### src/rtl/hazard_ctrl_pkg.sv
// Shared constants and types for the ID-stage hazard/stall controller.
package hazard_ctrl_pkg;

  localparam int unsigned OP_W  = 6;
  localparam int unsigned REG_W = 5;
  localparam int unsigned WB_W  = 2;

  localparam logic [OP_W-1:0] OP_RTYPE = 6'b000000;
  localparam logic [OP_W-1:0] OP_J     = 6'b000010;
  localparam logic [OP_W-1:0] OP_JAL   = 6'b000011;
  localparam logic [OP_W-1:0] OP_BEQ   = 6'b000100;
  localparam logic [OP_W-1:0] OP_SW    = 6'b101011;

  localparam logic [WB_W-1:0] WB_SRC_MEM = 2'b01;

  typedef enum logic {
    RUN  = 1'b0,
    HOLD = 1'b1
  } state_e;

  // A source register depends on a stage only if that stage really writes it; $0 never does.
  function automatic logic reg_match(input logic             used,
                                     input logic [REG_W-1:0] src,
                                     input logic [REG_W-1:0] dst,
                                     input logic             we);
    return used && we && (dst != '0) && (src == dst);
  endfunction

endpackage

### src/rtl/hazard_ctrl_if.sv
// Pipeline-side signals seen and driven by the hazard controller.
interface hazard_ctrl_if;
  import hazard_ctrl_pkg::*;

  logic [OP_W-1:0]  op;
  logic [REG_W-1:0] rs;
  logic [REG_W-1:0] rt;
  logic [REG_W-1:0] EXE_num_write;
  logic             EXE_reg_write;
  logic [WB_W-1:0]  EXE_s_data_write;
  logic [REG_W-1:0] MEM_num_write;
  logic             MEM_reg_write;
  logic [WB_W-1:0]  MEM_s_data_write;
  logic             branch_taken;
  logic             pc_write;
  logic             IF_ID_write;
  logic             IF_ID_flush;
  logic             ID_EXE_flush;

  modport master (
    output op, rs, rt,
    output EXE_num_write, EXE_reg_write, EXE_s_data_write,
    output MEM_num_write, MEM_reg_write, MEM_s_data_write,
    output branch_taken,
    input  pc_write, IF_ID_write, IF_ID_flush, ID_EXE_flush
  );

  modport slave (
    input  op, rs, rt,
    input  EXE_num_write, EXE_reg_write, EXE_s_data_write,
    input  MEM_num_write, MEM_reg_write, MEM_s_data_write,
    input  branch_taken,
    output pc_write, IF_ID_write, IF_ID_flush, ID_EXE_flush
  );
endinterface

### src/rtl/hazard_ctrl_sat_counter.sv
// Event counter that sticks at all-ones instead of wrapping.
module hazard_ctrl_sat_counter #(
  parameter int unsigned CNT_W = 32
) (
  input  logic             clk,
  input  logic             rst_n,
  input  logic             i_en,
  output logic [CNT_W-1:0] o_count
);

  logic [CNT_W-1:0] r_count;

  always_ff @(posedge clk or negedge rst_n) begin
    if (!rst_n) begin
      r_count <= '0;
    end else if (i_en && (r_count != {CNT_W{1'b1}})) begin
      r_count <= r_count + CNT_W'(1);
    end
  end

  assign o_count = r_count;

endmodule

### src/rtl/hazard_ctrl.sv
// Freezes PC/IF-ID and bubbles ID/EXE until every ID dependency is forwardable;
// squashes the fetched instruction behind a taken branch or jump.
module hazard_ctrl
  import hazard_ctrl_pkg::*;
#(
  parameter int unsigned CNT_W = 32
) (
  input  logic             clock,
  input  logic             rst_n,
  hazard_ctrl_if.slave     bus,
  output logic [CNT_W-1:0] stall_cycles,
  output logic [CNT_W-1:0] flush_count
);

  state_e r_state;
  state_e w_state_nxt;
  logic   w_stall;
  logic   w_if_id_flush;

  logic   w_uses_rs;
  logic   w_uses_rt;
  logic   w_is_beq;
  logic   w_exe_match;
  logic   w_mem_match;
  logic   w_exe_load;
  logic   w_mem_load;
  logic   w_need2;
  logic   w_need1;

  assign w_uses_rs = (bus.op != OP_J) && (bus.op != OP_JAL);
  assign w_uses_rt = (bus.op == OP_RTYPE) || (bus.op == OP_BEQ) || (bus.op == OP_SW);
  assign w_is_beq  = (bus.op == OP_BEQ);

  assign w_exe_match = reg_match(w_uses_rs, bus.rs, bus.EXE_num_write, bus.EXE_reg_write) ||
                       reg_match(w_uses_rt, bus.rt, bus.EXE_num_write, bus.EXE_reg_write);
  assign w_mem_match = reg_match(w_uses_rs, bus.rs, bus.MEM_num_write, bus.MEM_reg_write) ||
                       reg_match(w_uses_rt, bus.rt, bus.MEM_num_write, bus.MEM_reg_write);
  assign w_exe_load  = (bus.EXE_s_data_write == WB_SRC_MEM);
  assign w_mem_load  = (bus.MEM_s_data_write == WB_SRC_MEM);

  // beq compares in ID, so it waits for ALU results and loads one stage longer than other users.
  assign w_need2 = w_is_beq && w_exe_match && w_exe_load;
  assign w_need1 = (w_exe_match && w_exe_load) ||
                   (w_is_beq && w_exe_match) ||
                   (w_is_beq && w_mem_match && w_mem_load);

  always_ff @(posedge clock or negedge rst_n) begin
    if (!rst_n) begin
      r_state <= RUN;
    end else begin
      r_state <= w_state_nxt;
    end
  end

  // Single-cycle hazards re-evaluate each cycle in RUN; only the two-cycle case needs HOLD.
  always_comb begin
    w_state_nxt = r_state;
    w_stall     = 1'b0;
    case (r_state)
      RUN: begin
        if (w_need2) begin
          w_stall     = 1'b1;
          w_state_nxt = HOLD;
        end else if (w_need1) begin
          w_stall     = 1'b1;
        end
      end
      HOLD: begin
        w_stall     = 1'b1;
        w_state_nxt = RUN;
      end
      default: begin
        w_state_nxt = RUN;
      end
    endcase
  end

  // Branch outcome depends on operands that are not ready while stalling.
  assign w_if_id_flush = bus.branch_taken && !w_stall;

  assign bus.pc_write     = !w_stall;
  assign bus.IF_ID_write  = !w_stall;
  assign bus.ID_EXE_flush = w_stall;
  assign bus.IF_ID_flush  = w_if_id_flush;

  hazard_ctrl_sat_counter #(.CNT_W(CNT_W)) u_stall_cnt (
    .clk     (clock),
    .rst_n   (rst_n),
    .i_en    (w_stall),
    .o_count (stall_cycles)
  );

  hazard_ctrl_sat_counter #(.CNT_W(CNT_W)) u_flush_cnt (
    .clk     (clock),
    .rst_n   (rst_n),
    .i_en    (w_if_id_flush),
    .o_count (flush_count)
  );

endmodule

### src/flat_wrapper.sv
// flat-port wrapper written by rule: the top's interface ports become plain ports
module hazard_ctrl_flat import hazard_ctrl_pkg::*;
#(
  parameter int unsigned CNT_W = 32
)
  (clock, rst_n, stall_cycles, flush_count, bus_op, bus_rs, bus_rt, bus_EXE_num_write, bus_EXE_reg_write, bus_EXE_s_data_write, bus_MEM_num_write, bus_MEM_reg_write, bus_MEM_s_data_write, bus_branch_taken, bus_pc_write, bus_IF_ID_write, bus_IF_ID_flush, bus_ID_EXE_flush);
  hazard_ctrl_if bus_i ();
  input  logic clock;
  input  logic rst_n;
  output logic [CNT_W-1:0] stall_cycles;
  output logic [CNT_W-1:0] flush_count;
  input wire logic [$bits(bus_i.op)-1:0] bus_op;
  input wire logic [$bits(bus_i.rs)-1:0] bus_rs;
  input wire logic [$bits(bus_i.rt)-1:0] bus_rt;
  input wire logic [$bits(bus_i.EXE_num_write)-1:0] bus_EXE_num_write;
  input wire logic [$bits(bus_i.EXE_reg_write)-1:0] bus_EXE_reg_write;
  input wire logic [$bits(bus_i.EXE_s_data_write)-1:0] bus_EXE_s_data_write;
  input wire logic [$bits(bus_i.MEM_num_write)-1:0] bus_MEM_num_write;
  input wire logic [$bits(bus_i.MEM_reg_write)-1:0] bus_MEM_reg_write;
  input wire logic [$bits(bus_i.MEM_s_data_write)-1:0] bus_MEM_s_data_write;
  input wire logic [$bits(bus_i.branch_taken)-1:0] bus_branch_taken;
  output wire logic [$bits(bus_i.pc_write)-1:0] bus_pc_write;
  output wire logic [$bits(bus_i.IF_ID_write)-1:0] bus_IF_ID_write;
  output wire logic [$bits(bus_i.IF_ID_flush)-1:0] bus_IF_ID_flush;
  output wire logic [$bits(bus_i.ID_EXE_flush)-1:0] bus_ID_EXE_flush;
  assign bus_i.op = bus_op;
  assign bus_i.rs = bus_rs;
  assign bus_i.rt = bus_rt;
  assign bus_i.EXE_num_write = bus_EXE_num_write;
  assign bus_i.EXE_reg_write = bus_EXE_reg_write;
  assign bus_i.EXE_s_data_write = bus_EXE_s_data_write;
  assign bus_i.MEM_num_write = bus_MEM_num_write;
  assign bus_i.MEM_reg_write = bus_MEM_reg_write;
  assign bus_i.MEM_s_data_write = bus_MEM_s_data_write;
  assign bus_i.branch_taken = bus_branch_taken;
  assign bus_pc_write = bus_i.pc_write;
  assign bus_IF_ID_write = bus_i.IF_ID_write;
  assign bus_IF_ID_flush = bus_i.IF_ID_flush;
  assign bus_ID_EXE_flush = bus_i.ID_EXE_flush;
  hazard_ctrl #(.CNT_W(CNT_W)) u_core (.clock(clock), .rst_n(rst_n), .bus(bus_i), .stall_cycles(stall_cycles), .flush_count(flush_count));
endmodule
### config.mk
export PLATFORM = sky130hd
export DESIGN_NAME = hazard_ctrl_flat
export DESIGN_NICKNAME = d
export VERILOG_FILES = /design/src/rtl/hazard_ctrl_pkg.sv /design/src/rtl/hazard_ctrl_if.sv /design/src/rtl/hazard_ctrl_sat_counter.sv /design/src/rtl/hazard_ctrl.sv /design/src/flat_wrapper.sv
export SDC_FILE = /design/constraint.sdc
export NUM_CORES = 1
export LEC_CHECK = 0
export BUFFER_PORTS_ARGS = -buffer_cell sky130_fd_sc_hd__buf_2
export CORE_UTILIZATION = 23
export DETAILED_ROUTE_END_ITERATION = 7
export PLACE_DENSITY_LB_ADDON = 0.12
export SYNTH_ARGS = -nofsm -noshare
export SYNTH_HDL_FRONTEND = slang
export SYNTH_SLANG_ARGS = --single-unit
### constraint.sdc
create_clock -name clock -period 5 [get_ports clock]
set_input_delay 0.25 -clock clock [delete_from_list [all_inputs] [get_ports clock]]
set_output_delay 0.25 -clock clock [all_outputs]
set_load 0.01 [all_outputs]
==> results of run 1 <==
[routing by layer]
| layer | wire length (um) | vias to the layer above | GRT usage |
|---|---|---|---|
| li1 | - | 1394 | - |
| met1 | 4230 | 1326 | 0.161 |
| met2 | 4160 | 69 | 0.196 |
| met3 | 499 | 9 | 0.0382 |
| met4 | 95 | 0 | 0.0340 |
| met5 | 0 | - | 0 |
[stage by stage]
stage          power, W  setup WS, ns  cell area (sq um)  utilization  hold WS, ns
6_report        0.00133          2.24               4420        0.303        0.235
5_1_grt         0.00140          2.00               4420        0.303        0.269
4_1_cts         0.00136          2.19               4420        0.303        0.226
3_5_place_dp   0.000758          1.86               4130        0.283        0.153
3_3_place_gp   0.000758          1.92               4130        0.283        0.151
2_1_floorplan  0.000674          2.72               3440            -      -0.0456
[cell usage after synthesis, drive strengths merged]
master,count,area [sq um]
dfrtp,65,1630
xnor2,60,526
nand4,32,200
nand3,31,155
xor2,22,193
nand2,19,71.3
and3,18,113
nor2,15,58.8
nor3,10,50.1
and4,8,70.1
buf,7,57.5
inv,6,22.5
clkbuf,4,15.0
or4,4,33.8
nor2b,3,18.8
nor4,3,25.0
and2,2,12.5
ha,2,25.0
mux2,2,22.5
nor4b,2,32.5
a2111oi,1,8.76
a21oi,1,5.00
a221oi,1,15.0
a22oi,1,7.51
a41oi,1,8.76
nand2b,1,6.26
nand3b,1,7.51
nor3b,1,7.51
nor4bb,1,10.0
o2111ai,1,8.76
o21ai,1,5.00
o31a,1,8.76
or2,1,6.26
or3,1,6.26
[sequential cells by signal, indices dropped and copies added, names as in the netlist]
signal / flops
u_core.u_stall_cnt.o_count: 32
u_core.u_flush_cnt.o_count: 32
u_core.r_state: 1
[layout by cell type, fill, tap and decap left out, types with 2 or more instances in the layout]
cell	count
xor2_1	22
buf_2	102
clkbuf_16	9
nor2b_1	3
nand3_1	31
and3_1	18
nor2_1	13
or4_1	3
xnor2_1	60
ha_1	2
and2_1	2
clkbuf_1	2
nand2_1	19
buf_4	3
dfrtp_1	65
and4_1	8
nor4_1	2
clkbuf_8	2
mux2_2	2
nand4_1	32
nor3_1	10
nor2_2	2
inv_1	6
clkinv_2	3
[power by group]
part | switching, W | internal [W] | total (W) | leakage [nW]
Clock | 0.000223 | 0.000360 | 0.000583 | 0.139
Sequential | 0.0000345 | 0.000556 | 0.000591 | 0.891
Combinational | 0.0000840 | 0.0000699 | 0.000154 | 1.03
Total | 0.000342 | 0.000986 | 0.00133 | 2.06
[logic make-up (layout without fill, tap and decap cells)]
kind of cell,Yosys count,after routing,share of synthesized area
buffers and inverters,17,128,0.0276
AOI/OAI and AO/OA,8,8,0.0196
muxes,2,2,0.00655
xor gates and xnor gates,82,82,0.209
DFF,65,65,0.473
adders and majority gates,2,2,0.00727
and+or+nand+nor,153,153,0.257
[worst min-delay path by stage]
| stage | to | startpoint | cells past startpoint | slack, ns |
|---|---|---|---|---|
| after floorplan | u_core.r_state | rst_n | 0 | -0.05 |
| after global placement | u_core.u_stall_cnt.o_count[3] | rst_n | 1 | 0.15 |
| after detailed placement | u_core.u_stall_cnt.o_count[3] | rst_n | 1 | 0.15 |
| after CTS | u_core.r_state | bus_EXE_s_data_write[0] | 3 | 0.23 |
| after global routing | u_core.r_state | bus_EXE_s_data_write[0] | 3 | 0.27 |
| final | u_core.r_state | bus_EXE_s_data_write[0] | 3 | 0.23 |
[what timing repair did]
item	in CTS	in global routing
setup buffers	0	0
endpoints found under the hold margin	12	0
hold buffers	1	0
[worst max-delay path: stages]
cell and delay (ns):
buf_2 0.11, nor4_2 0.30, a41oi_1 0.08, or4_4 0.54, a221oi_2 0.42, o31a_1 0.85
nand4_1 0.23, xnor2_1 0.18
[area by class of cell]
type	count	area share
sequential	65	0.368
clock buffer	13	0.0589
timing repair buffer	106	0.123
tap	184	0.0521
multi-input combinational	247	0.389
clock inverter	3	0.00340
inverter	6	0.00510
==> impl_metrics.toml, run 1 <==
[clock_tree]
cts_tree = "done"
cts.htree.levels = 3
root_buffer = "clkbuf_16"
clk_pin_slew_ns = 0.05
cts_num_sinks = 65
clk_path_buf_depth = 2
cts_resized = 0
cts_buffers = 9
clock_latency_ns = 0.33

[synthesis]
synth.net_count = 366
synth-seq-cells = 65
avgSynthCellArea_sq_um = 10.5
synth_cells = 329
seq_area_frac_synth = 0.473
netlist_area_sq_um = 3440
synthDistinctLibCells = 41
yosys_warnings = 0

[job]
max-cap-violations = 0

[final_layout]
seqCellArea_sq_um = 1630
antennaDiodeCount = 0
final_layout_size_suffix_gt1_frac = 0.291
multiInputGateArea_sq_um = 1720
layout.nets = 472
finalNonFillerCells = 624
syn2layout_area_growth_pct = 28.4
nFillCells = 1543

[sta]
rsz0062_at_grt = "no"
clock.fmax_mhz = 363
period_share = 0.551
finClkSkew_ns = 0.00450
setup_viol_count_final = 0
slew_headroom = 0.328
min_period_ns = 2.76
tightest_slew_ns = 1.01
fin_setup_tns_ns = 0
maxSlewViolCount = 0
hold_viol_final = 0

[worst_setup_path]
timing.rr.start = "u_core.u_stall_cnt.o_count[26]"
worstPathRequired_ns = 5.21
reg2regPathDepth = 7
crit_end = "u_core.u_stall_cnt.o_count[31]"
end_kind = "flop"
crit_path_start_kind = "input port"
path_class = "input port to flop"
critPathLaunch = "bus_op[1]"
ff2ff_setup_slack_ns = 2.39
cp.arrival_ns = 2.97
cp_max_fo = 26
reg2reg_to = "u_core.u_stall_cnt.o_count[31]"

[die]
start_util = 0.236
die_area_sq_um = 15400
io_pins = 103
core_area_sq_um = 14600
rows = 44
die_w_um = 124
die_y_um = 124

[detailed_routing]
first_pass_iters = 4
wire_per_inst_um = 14.4
viasPerCell = 4.48
drtIter0Drc = 120
drtAntennaViolNets = 0
route.vias.total = 2798
wl_um = 8990
drcViolationCount = 0

[placed_design]
portBuffers = 102
placed_cells = 607
dpl.hpwl_um = 6520
place_congestion = 0.729

[outcome]
outcome = "completed"

[global_route]
grt_overflow = 0
grt_pass1_wl_um = 15100
track_usage = 0.123
grt_start_max_net_pins = 54
grt_pass1_vias = 2792
antenna_found_initial = 0

[power]
ir_drop_uv = 167
power_density_nw_per_um2 = 301
p_leak_nw = 2.06

[worst_hold_path]
worstHoldPathType = "input port to flop"
Power figures use the tool's default switching activity.
==> run 2: changes to the inputs <==
Clock period 5 ns to 2.7 ns, I/O delays scaled along.
==> impl_metrics.toml, run 2 (synthesized netlist as in run 1, its figures left out) <==
[outcome]
outcome = "completed"

[sta]
min_period_ns = 2.40
period_share = 0.888
maxSlewViolCount = 0
hold_viol_final = 0
slew_headroom = 0.455
finClkSkew_ns = 0.00453
setup_viol_count_final = 0
timing.hold.ws_ns = 0.126
fin_setup_tns_ns = 0
clock.fmax_mhz = 417
tightest_slew_ns = 0.818
rsz0062_at_grt = "no"

[worst_setup_path]
cp_top_family = "simple AND/OR/NAND/NOR gates"
cp_max_fo = 6
cp.arrival_ns = 2.26
worstPathRequired_ns = 2.57
path_cells = "buf_2 > nor4_2 > a41oi_1 > or4_4 > a221oi_2 > or3_1 > inv_1 > and2_1 > buf_2"
crit_path_start_kind = "input port"
end_kind = "primary output"
crit_buf_inv = 3
cpMostUsedCell = "buf_2"
path_class = "input port to primary output"
critPathLaunch = "bus_op[1]"
timing.rr.start = "u_core.u_stall_cnt.o_count[6]"
slowest_stage = "or4_4"
crit_path_max_incr_delay_ns = 0.53

[final_layout]
finalNonFillerCells = 629
most-common-layout-cells = "buf_2 (102), dfrtp_1 (65), xnor2_1 (60), nand4_1 (32), nand3_1 (31)"
final_common_cell = "buf_2"
final_layout_size_suffix_gt1_frac = 0.301
layout.nets = 477
antennaDiodeCount = 0
seqCellArea_sq_um = 1630
nFillCells = 1520
multiInputGateArea_sq_um = 1720
syn2layout_area_growth_pct = 31.2

[global_route]
grt_start_max_net_pins = 35
grt_overflow = 0
track_usage = 0.126
grt_pass1_wl_um = 15500
grt_pass1_vias = 2881
antenna_found_initial = 0

[power]
ir_drop_uv = 282
power_density_nw_per_um2 = 559
p_sw_w = 0.000638
p_seq_frac = 0.434
switching_share = 0.253
power_frac_comb = 0.116
p_int_w = 0.00188
p_leak_nw = 2.10
clock_power_share = 0.450

[die]
start_util = 0.236
die_w_um = 124
die_y_um = 124
io_pins = 103
core_area_sq_um = 14600
rows = 44
die_area_sq_um = 15400

[detailed_routing]
route.vias.total = 2859
wl_um = 9200
drtIter0Drc = 151
drtAntennaViolNets = 0
drcViolationCount = 0
viasPerCell = 4.55
wire_per_inst_um = 14.6
first_pass_iters = 4

[placed_design]
portBuffers = 102
placed_cells = 612
place_congestion = 0.718
dpl.hpwl_um = 6750

[clock_tree]
cts_tree = "done"
cts_num_sinks = 65
cts_buffers = 9
clk_pin_slew_ns = 0.05
root_buffer = "clkbuf_16"
clk_path_buf_depth = 2
cts.htree.levels = 3
clock_latency_ns = 0.33

[worst_hold_path]
min_from = "bus_EXE_s_data_write[0]"
worstHoldPathType = "input port to flop"

[job]
max-cap-violations = 0
## run 2: cell types whose count changed in the layout (fill, tap and decap cells not counted), sizes merged
cell / change
buf: +5
clkbuf: +1
clkinv: -1
## run 2: power by group through the flow
stage                     registers (W)  clock network (W)  logic, W
final                           0.00110            0.00113  0.000292
after floorplan                 0.00113                  0  0.000121
after global placement          0.00111                  0  0.000301
after CTS                       0.00110            0.00118  0.000303
after global routing            0.00111            0.00122  0.000335
after detailed placement        0.00111                  0  0.000300
## run 2: what timing repair did
action | CTS | global route
hold buffers | 1 | 0
resized for setup | 0 | 0
endpoints found under the hold margin | 31 | 0
buffers inserted | 0 | 0
## run 2: final cells by class
cell class | count | share of cell area
clock buffer | 14 | 0.0630
clock inverter | 2 | 0.00222
inverter | 6 | 0.00499
multi-input combinational | 247 | 0.381
sequential | 65 | 0.361
tap | 184 | 0.0510
timing repair buffer | 111 | 0.137
## run 2: stage by stage
stage / area, sq um / power [W] / util / worst slack [ns]
after floorplan: 3440 / 0.00125 / - / 0.561
after global placement: 4210 / 0.00141 / 0.288 / 0.261
after detailed placement: 4210 / 0.00141 / 0.288 / 0.242
after CTS: 4510 / 0.00258 / 0.309 / 0.280
after global routing: 4510 / 0.00266 / 0.309 / 0.162
final: 4510 / 0.00252 / 0.309 / 0.302
## run 2: worst register-to-register path, stage by stage (launching register included)
cell	delay, ns
dfrtp_1	0.43
and4_1	0.31
nand4_1	0.21
nor3_1	0.38
nand3_1	0.22
o31a_1	0.18
buf_12	0.17
mux2_2	0.27
## run 2: worst paths after layout
kind	cells after the start	slack [ns]	endpoint
worst max-delay path	9	0.30	bus_IF_ID_flush
worst min-delay path	3	0.13	u_core.r_state
worst max register to register	7	0.41	u_core.u_stall_cnt.o_count[1]
worst min register to register	1	0.48	u_core.u_stall_cnt.o_count[23]
max in group asynchronous	3	1.60	u_core.u_flush_cnt.o_count[23]
min in group asynchronous	2	0.44	u_core.u_stall_cnt.o_count[2]
## run 2: routing by layer
metal / up-vias / global-route usage / share of wire
li1: 1396 / - / -
met5: - / 0 / 0
met4: 0 / 0.0340 / 0.0083
met1: 1389 / 0.166 / 0.47
met3: 7 / 0.0339 / 0.047
met2: 67 / 0.202 / 0.47
